$ cat src/rtl/pipe_pkg.sv
// Shared types and constants for the pipeline hazard/forwarding controller.
package pipe_pkg;

  // Register-address width held in a tracked slot entry.
  localparam int unsigned SLOT_RD_W = 5;

  // Operand source select: 0 = register file, SRC_SLOT_BASE + k = slot k.
  localparam int unsigned SRC_RF        = 0;
  localparam int unsigned SRC_SLOT_BASE = 1;

  // Canonical NOP (addi x0, x0, 0) that the fetch->decode flop holds after a flush.
  localparam logic [31:0] NOP_INSN = 32'h0000_0013;

  // One in-flight instruction as seen by the hazard logic.
  typedef struct packed {
    logic                 valid;
    logic [SLOT_RD_W-1:0] rd;
    logic                 we;
    logic                 is_load;
  } slot_t;

endpackage

$ cat src/rtl/fwd_select.sv
// Per-operand forwarding mux: picks the youngest in-flight producer of rs,
// falls back to register-file data, and flags a producer that is a load whose
// result is not yet available.
module fwd_select
  import pipe_pkg::*;
#(
  parameter int XLEN            = 64,
  parameter int REGISTER_SIZE   = 5,
  parameter int PIPE_DEPTH      = 3,
  parameter int LOAD_READY_SLOT = 2,
  parameter int SRC_W           = $clog2(PIPE_DEPTH + 1)
) (
  input  slot_t [PIPE_DEPTH-1:0]      slots,
  input  logic  [REGISTER_SIZE-1:0]   rs,
  input  logic                        rs_used,
  input  logic  [XLEN-1:0]            rf_data,
  input  logic  [PIPE_DEPTH*XLEN-1:0] stage_data,
  output logic  [XLEN-1:0]            data,
  output logic  [SRC_W-1:0]           src,
  output logic                        not_ready
);

  logic rs_live;

  assign rs_live = rs_used & (rs != '0);

  // Scan oldest to youngest so the lowest-index match overrides older ones.
  always_comb begin
    data      = rf_data;
    src       = SRC_W'(SRC_RF);
    not_ready = 1'b0;
    for (int k = PIPE_DEPTH - 1; k >= 0; k--) begin
      if (rs_live && slots[k].valid && slots[k].we &&
          (slots[k].rd == SLOT_RD_W'(rs))) begin
        data      = stage_data[k*XLEN +: XLEN];
        src       = SRC_W'(SRC_SLOT_BASE + k);
        not_ready = slots[k].is_load && (k < LOAD_READY_SLOT);
      end
    end
  end

endmodule

$ cat src/rtl/pipe_hazard_ctrl.sv
// Hazard, forwarding and flush controller beside the decode stage.
// Tracks destinations of PIPE_DEPTH post-decode slots (0 = EX .. PIPE_DEPTH-1 = WB),
// stalls decode on load-use, forwards operands and squashes on redirect.
// Optional build macro HAZARD_PERF_EN adds saturating stall/flush cycle counters.
module pipe_hazard_ctrl
  import pipe_pkg::*;
#(
  parameter int XLEN            = 64,
  parameter int REGISTER_SIZE   = 5,
  parameter int PIPE_DEPTH      = 3,
  parameter int LOAD_READY_SLOT = 2,
  parameter int SRC_W           = $clog2(PIPE_DEPTH + 1)
) (
  input  logic                       clk,
  input  logic                       rst,
  input  logic                       dec_valid,
  input  logic [REGISTER_SIZE-1:0]   dec_rs1,
  input  logic [REGISTER_SIZE-1:0]   dec_rs2,
  input  logic                       dec_rs1_used,
  input  logic                       dec_rs2_used,
  input  logic [REGISTER_SIZE-1:0]   dec_rd,
  input  logic                       dec_rd_we,
  input  logic                       dec_is_load,
  input  logic [XLEN-1:0]            rf_rs1_data,
  input  logic [XLEN-1:0]            rf_rs2_data,
  input  logic [PIPE_DEPTH*XLEN-1:0] stage_data,
  input  logic                       redirect,
  output logic                       fd_enable,
  output logic                       de_bubble,
  output logic                       fd_flush,
  output logic [XLEN-1:0]            op_a_data,
  output logic [XLEN-1:0]            op_b_data,
  output logic [SRC_W-1:0]           op_a_src,
`ifdef HAZARD_PERF_EN
  output logic [SRC_W-1:0]           op_b_src,
  output logic [31:0]                stall_cycles,
  output logic [31:0]                flush_cycles
`else
  output logic [SRC_W-1:0]           op_b_src
`endif
);

  slot_t [PIPE_DEPTH-1:0] slots_q, slots_d;

  logic [XLEN-1:0]  fwd_a_data, fwd_b_data;
  logic [SRC_W-1:0] fwd_a_src, fwd_b_src;
  logic             nr_a, nr_b;
  logic             stall, issue;

  fwd_select #(
    .XLEN(XLEN), .REGISTER_SIZE(REGISTER_SIZE), .PIPE_DEPTH(PIPE_DEPTH),
    .LOAD_READY_SLOT(LOAD_READY_SLOT), .SRC_W(SRC_W)
  ) u_fwd_a (
    .slots(slots_q), .rs(dec_rs1), .rs_used(dec_rs1_used), .rf_data(rf_rs1_data),
    .stage_data(stage_data), .data(fwd_a_data), .src(fwd_a_src), .not_ready(nr_a)
  );

  fwd_select #(
    .XLEN(XLEN), .REGISTER_SIZE(REGISTER_SIZE), .PIPE_DEPTH(PIPE_DEPTH),
    .LOAD_READY_SLOT(LOAD_READY_SLOT), .SRC_W(SRC_W)
  ) u_fwd_b (
    .slots(slots_q), .rs(dec_rs2), .rs_used(dec_rs2_used), .rf_data(rf_rs2_data),
    .stage_data(stage_data), .data(fwd_b_data), .src(fwd_b_src), .not_ready(nr_b)
  );

  // A redirect squashes the decode instruction, so it overrides any stall.
  assign stall = dec_valid & (nr_a | nr_b) & ~redirect & ~rst;
  assign issue = dec_valid & ~stall & ~redirect & ~rst;

  // Advance the slot shift register; slot 0 takes the issued instruction or a bubble.
  always_comb begin
    slots_d = '0;
    if (!rst) begin
      if (issue) begin
        slots_d[0] = '{valid: 1'b1, rd: SLOT_RD_W'(dec_rd),
                       we: dec_rd_we, is_load: dec_is_load};
      end
      for (int k = 1; k < PIPE_DEPTH; k++) begin
        slots_d[k] = slots_q[k-1];
      end
    end
  end

  // Slot state register.
  always_ff @(posedge clk) begin
    slots_q <= slots_d;
  end

  // Pipeline control and operand outputs, zero-latency from slot state and decode.
  always_comb begin
    fd_enable = 1'b1;
    de_bubble = 1'b0;
    fd_flush  = 1'b0;
    op_a_data = fwd_a_data;
    op_b_data = fwd_b_data;
    op_a_src  = fwd_a_src;
    op_b_src  = fwd_b_src;
    if (rst) begin
      de_bubble = 1'b1;
      op_a_data = rf_rs1_data;
      op_b_data = rf_rs2_data;
      op_a_src  = SRC_W'(SRC_RF);
      op_b_src  = SRC_W'(SRC_RF);
    end else if (redirect) begin
      fd_flush  = 1'b1;
      de_bubble = 1'b1;
    end else if (stall) begin
      fd_enable = 1'b0;
      de_bubble = 1'b1;
    end
  end

`ifdef HAZARD_PERF_EN
  logic [31:0] stall_cycles_q, stall_cycles_d;
  logic [31:0] flush_cycles_q, flush_cycles_d;

  // Saturating event counters for stalled and redirected cycles.
  always_comb begin
    stall_cycles_d = stall_cycles_q;
    flush_cycles_d = flush_cycles_q;
    if (rst) begin
      stall_cycles_d = '0;
      flush_cycles_d = '0;
    end else begin
      if (stall && (stall_cycles_q != 32'hFFFF_FFFF)) stall_cycles_d = stall_cycles_q + 32'd1;
      if (redirect && (flush_cycles_q != 32'hFFFF_FFFF)) flush_cycles_d = flush_cycles_q + 32'd1;
    end
  end

  // Counter registers.
  always_ff @(posedge clk) begin
    stall_cycles_q <= stall_cycles_d;
    flush_cycles_q <= flush_cycles_d;
  end

  assign stall_cycles = stall_cycles_q;
  assign flush_cycles = flush_cycles_q;
`endif

endmodule
$ cat config.mk
export PLATFORM = sky130hd
export DESIGN_NAME = pipe_hazard_ctrl
export DESIGN_NICKNAME = d
export VERILOG_FILES = /design/src/rtl/pipe_pkg.sv /design/src/rtl/fwd_select.sv /design/src/rtl/pipe_hazard_ctrl.sv
export SDC_FILE = /design/constraint.sdc
export NUM_CORES = 1
export LEC_CHECK = 0
export CORE_AREA = 2 2 185 187
export CTS_BUF_LIST = sky130_fd_sc_hd__clkbuf_2
export DETAILED_ROUTE_END_ITERATION = 12
export DIE_AREA = 0 0 187 189
export GPL_ROUTABILITY_DRIVEN = 0
export MAX_ROUTING_LAYER = met4
export SETUP_SLACK_MARGIN = 0.2
export SLEW_MARGIN = 20
export SYNTH_ARGS = -nofsm -noshare
export SYNTH_HDL_FRONTEND = slang
export SYNTH_HIERARCHICAL = 1
export SYNTH_SLANG_ARGS = --single-unit
$ cat constraint.sdc
create_clock -name clk -period 6.9 [get_ports clk]
set_input_delay 1.725 -clock clk [delete_from_list [all_inputs] [get_ports clk]]
set_output_delay 1.725 -clock clk [all_outputs]
set_load 0.01 [all_outputs]
[Yosys cells after proc, flatten, opt, wreduce, memory -nomap -nowiden]
Cells that the tools add are included.
Word-level totals
  bits in registers: 23
  word-level logic and storage cells: 80
  input bits: 343
  output and inout port bits: 135
Cells by class
  equal/unequal tests: 6
  reduce and logical (&&, ||, !) cells: 21
  bitwise gates (word level): 13
  mux-type cells: 29
Operator list (count)
  2-to-1 mux 64 bit: 8
  == test 5 bit: 6
  logical AND 1 bit: 18
  2-to-1 mux 2 bit: 8
  2-to-1 mux 1 bit: 12
  nonzero test 5 bit: 2
  AND 1 bit: 8
  2-to-1 mux 8 bit: 1
  NOT 1 bit: 4
  OR reduction 2 bit: 1
  OR 1 bit: 1

[Longest topological paths before layout]
  depth after elaboration: 17
  mapped depth: 9

[Cells and area by module]
Netlist, hierarchy kept.
By module, submodules not included
  fwd_select: sequential area each 0.0 um^2, cells each 402, instances 2, area an instance 2561.2 um^2
  pipe_hazard_ctrl: sequential area each 480.5 um^2, cells each 204, instances 1, area an instance 2576.2 um^2

[Worst setup path after synthesis]
Ideal clock, no wire load.
  path kind: input to output
  from: input dec_rs2[3]
  to: output op_b_data[25]
  path slack: 1624 ps
  buffers on the path: 2
  arrival time: 3551 ps
  stages on the path: 8
  data required time: 5175 ps
  path through: xor2_1 -> nor4_2 -> or4b_1 -> buf_6 -> buf_6 -> a221oi_2 -> o21ai_1 -> mux2_2
Between the ends
  longest elaborated chain between the ends: 9
  elaborated cells between the ends (all ways): 18
  classes of those cells: eq/ne (3); mux (4); bitwise (1); reduce/logical (10)
RTL lines
  start: declaration: line pipe_hazard_ctrl.sv:18  | input logic [REGISTER_SIZE-1:0] dec_rs2,
  nonzero test 5 bit: line fwd_select.sv:25  | assign rs_live = rs_used & (rs != '0);
  AND 1 bit: line fwd_select.sv:25
  logical AND 1 bit (3 in a row): line fwd_select.sv:33  | if (rs_live && slots[k].valid && slots[k].we &&
  2-to-1 mux 64 bit (2 in a row): line fwd_select.sv:33
  2-to-1 mux 64 bit (*): line fwd_select.sv:33
  net fwd_b_data[25]: line pipe_hazard_ctrl.sv:45  | logic [XLEN-1:0] fwd_a_data, fwd_b_data;
  2-to-1 mux 64 bit (*): line pipe_hazard_ctrl.sv:98  | if (rst) begin
  end: declaration: line pipe_hazard_ctrl.sv:32  | output logic [XLEN-1:0] op_b_data,
Mark *: on every way through the listed nets, which the timed path passes. The rest lies on a longest branch.

[Worst setup path in the final report]
  from: input dec_rs2[3]
  to: output op_b_data[3]
The elaborated chain is that of the path after synthesis.

==> results.yml <==
status:
  status: "completed"
cts:
  cts_hold_buf: 0
  cts_buffers: 3
  htreeDepth: 1
  clkLatencyLatePin_ps: 330
  ctsRootBufferMaster: "clkbuf_2"
  clkTransAtPathRegs_ps: 210
  cts_max_path_buffers: 2
  cts_sinks: 23
  tritoncts: "done"
detailed_routing:
  first_pass_iters: 5
  vias: 9926
  wl_per_cell_um: 22.38
  postRouteWirelength_um: 41520
  drt_iter0_markers: 706
  vias_per_cell: 5.351
  drc: 0
  route.antenna.remaining_nets: 0
synth:
  syn-num-nets: 1349
  syn_inst: 1006
  postSynthAreaPerCell_um2: 7.627
  ys_warn_count: 6
  syn-cell-area_mm2: 0.007672
pwr:
  p_sw_share_pct: 31.51
  power_mw: 0.8123
  p_leak_nw: 4.534
  powerDensity_mw_per_mm2: 63.06
  p_comb_share_pct: 76.2
  power.internal_mw: 0.5563
  peakVddDrop_v: 0.00007253
  p_clk_share_pct: 6.8
  p_sw_mw: 0.2560
  pwr-share-seq_pct: 17.0
sta:
  maxSlewHeadroom_pct: 44.79
  min_period_ps: 6646
  slew_viol_final: 0
  min_period_over_period_pct: 96.32
  setup_viol: 0
  hold_viol_final: 0
  whs_ps: 493.5
  worst_slack_ps: 254.3
  fmax_ghz: 0.1505
  fin_skew_ps: 9.576
  tns_ps: 0
  worst_slew_pin_slew_ps: 828.1
  rsz0062_at_grt: "yes"
layout:
  fin_cells: 1855
  drive_gt1_share_pct: 18.29
  fin_area_mm2: 0.01288
  largest_reg_flops: 23
  areaGrowthSynthToFinish_pct: 67.89
  fin_util_pct: 38.70
  reg_top3: "slots_q x23"
  fin_nets: 1749
  top_register: "slots_q"
placed_design:
  dp_hpwl_um: 29740
  dp_cells: 1848
  place_area_mm2: 0.01283
  portBuffers: 477
  place_ws_ps: 190.7
die:
  die-width_um: 187
  ios: 478
  design.core.area_mm2: 0.03328
  fp-row-count: 67
  start_util_pct: 23.05
  dieArea_mm2: 0.03534
  die_h_um: 189
critical_path:
  critical_path_class: "in -> out"
  worstPathArrival_ps: 4920
  worstPathCellList: "clkdlybuf4s50_1, xor2_1, nor4_4, buf_4, and2_1, a221oi_1, o21ai_0, mux2_2, clkdlybuf4s50_1"
  crit_top_cell: "clkdlybuf4s50_1"
  cp_max_fo: 64
  critPathLaunchType: "input port"
  cpMaxStageDelayCell: "buf_4"
  worstPathRequired_ps: 5180
  critical-path-max-stage-delay_ps: 580
  endpoint_kind: "primary output"
global_route:
  antenna_found_initial: 2
  grt-ovfl-total: 0
  grt_pass1_wl_um: 61550
  grt_pass1_vias: 10090
  grt_max_degree: 65
  grt_usage_pct: 22.57
min_path:
  min_path_type: "reg -> reg"
flow_run:
  drv_cap: 0
-- per-layer routing --
metal / up-vias / wire (um) / global-route usage, % / share of wire, %
li1: 4562 / - / - / -
met3: 89 / 3487 / 3.392 / 8.4
met5: - / 0 / - / 0
met4: 0 / 1311 / 7.479 / 3.2
met2: 586 / 20070 / 38.16 / 48
met1: 4689 / 16650 / 27.50 / 40
-- final timing paths --
| path | startpoint | endpoint | slack (ps) | cells after the start |
|---|---|---|---|---|
| worst max-delay path | dec_rs2[3] | op_b_data[3] | 250 | 9 |
| worst min-delay path | slots_q[15]$_SDFF_PP0_ | slots_q[23]$_SDFF_PP0_ | 490 | 1 |
| worst max register to register | slots_q[3]$_SDFF_PP0_ | slots_q[1]$_SDFF_PP0_ | 4590 | 8 |
| worst min register to register | slots_q[15]$_SDFF_PP0_ | slots_q[23]$_SDFF_PP0_ | 490 | 1 |
-- power by group through the flow --
stage | sequential (mW) | combinational (mW) | clock [mW]
3_3_place_gp | 0.141 | 0.614 | 0
5_1_grt | 0.139 | 0.653 | 0.0637
6_report | 0.138 | 0.619 | 0.0549
3_5_place_dp | 0.141 | 0.615 | 0
4_1_cts | 0.138 | 0.619 | 0.0581
2_1_floorplan | 0.140 | 0.236 | 0
-- critical path: cells and delay by family --
kind / cells / cell delay [ps]
AOI/OAI and AO/OA: 2 / 430
buffers and inverters: 3 / 1640
muxes: 1 / 230
xor gates and xnor gates: 1 / 220
and+or+nand+nor: 2 / 530
-- placed cells by master (no fill, tap or decap) --
master / n
and3_1: 7
nor2_1: 2
clkbuf_2: 3
dlymetal6s2s_1: 1
nor4_4: 2
and2_1: 129
clkinvlp_4: 1
nor3_2: 4
a221oi_2: 76
dfxtp_1: 23
nand3_1: 4
a221oi_1: 52
o21ai_0: 179
buf_12: 12
or4b_4: 2
diode_2: 2
xnor2_1: 18
o21ai_1: 81
nand4_1: 4
or4_1: 2
nand2_1: 137
mux2_2: 50
buf_4: 18
or4_2: 2
nor4_2: 2
buf_6: 2
nor2b_1: 20
or3_2: 2
nor3b_2: 1
mux2_4: 78
o21ai_4: 1
xor2_1: 12
clkdlybuf4s50_1: 475
a21oi_1: 2
o21ai_2: 1
-- final cells by class --
type	instances	area [um2]
Timing Repair Buffer	508	5165
Antenna cell	2	5.005
Clock buffer	3	15.01
Sequential cell	23	460.4
Fill cell	3433	20400
Multi-Input combinational cell	870	6668
Tap cell	448	560.5
Clock inverter	1	7.507
-- what timing repair did --
item	4_1_cts	5_1_grt
pin swaps	1	0
resized for setup	1	5
buffers inserted	1	0
endpoints found under the setup margin	2	12
No activity file was read; power rests on OpenSTA's default activity.
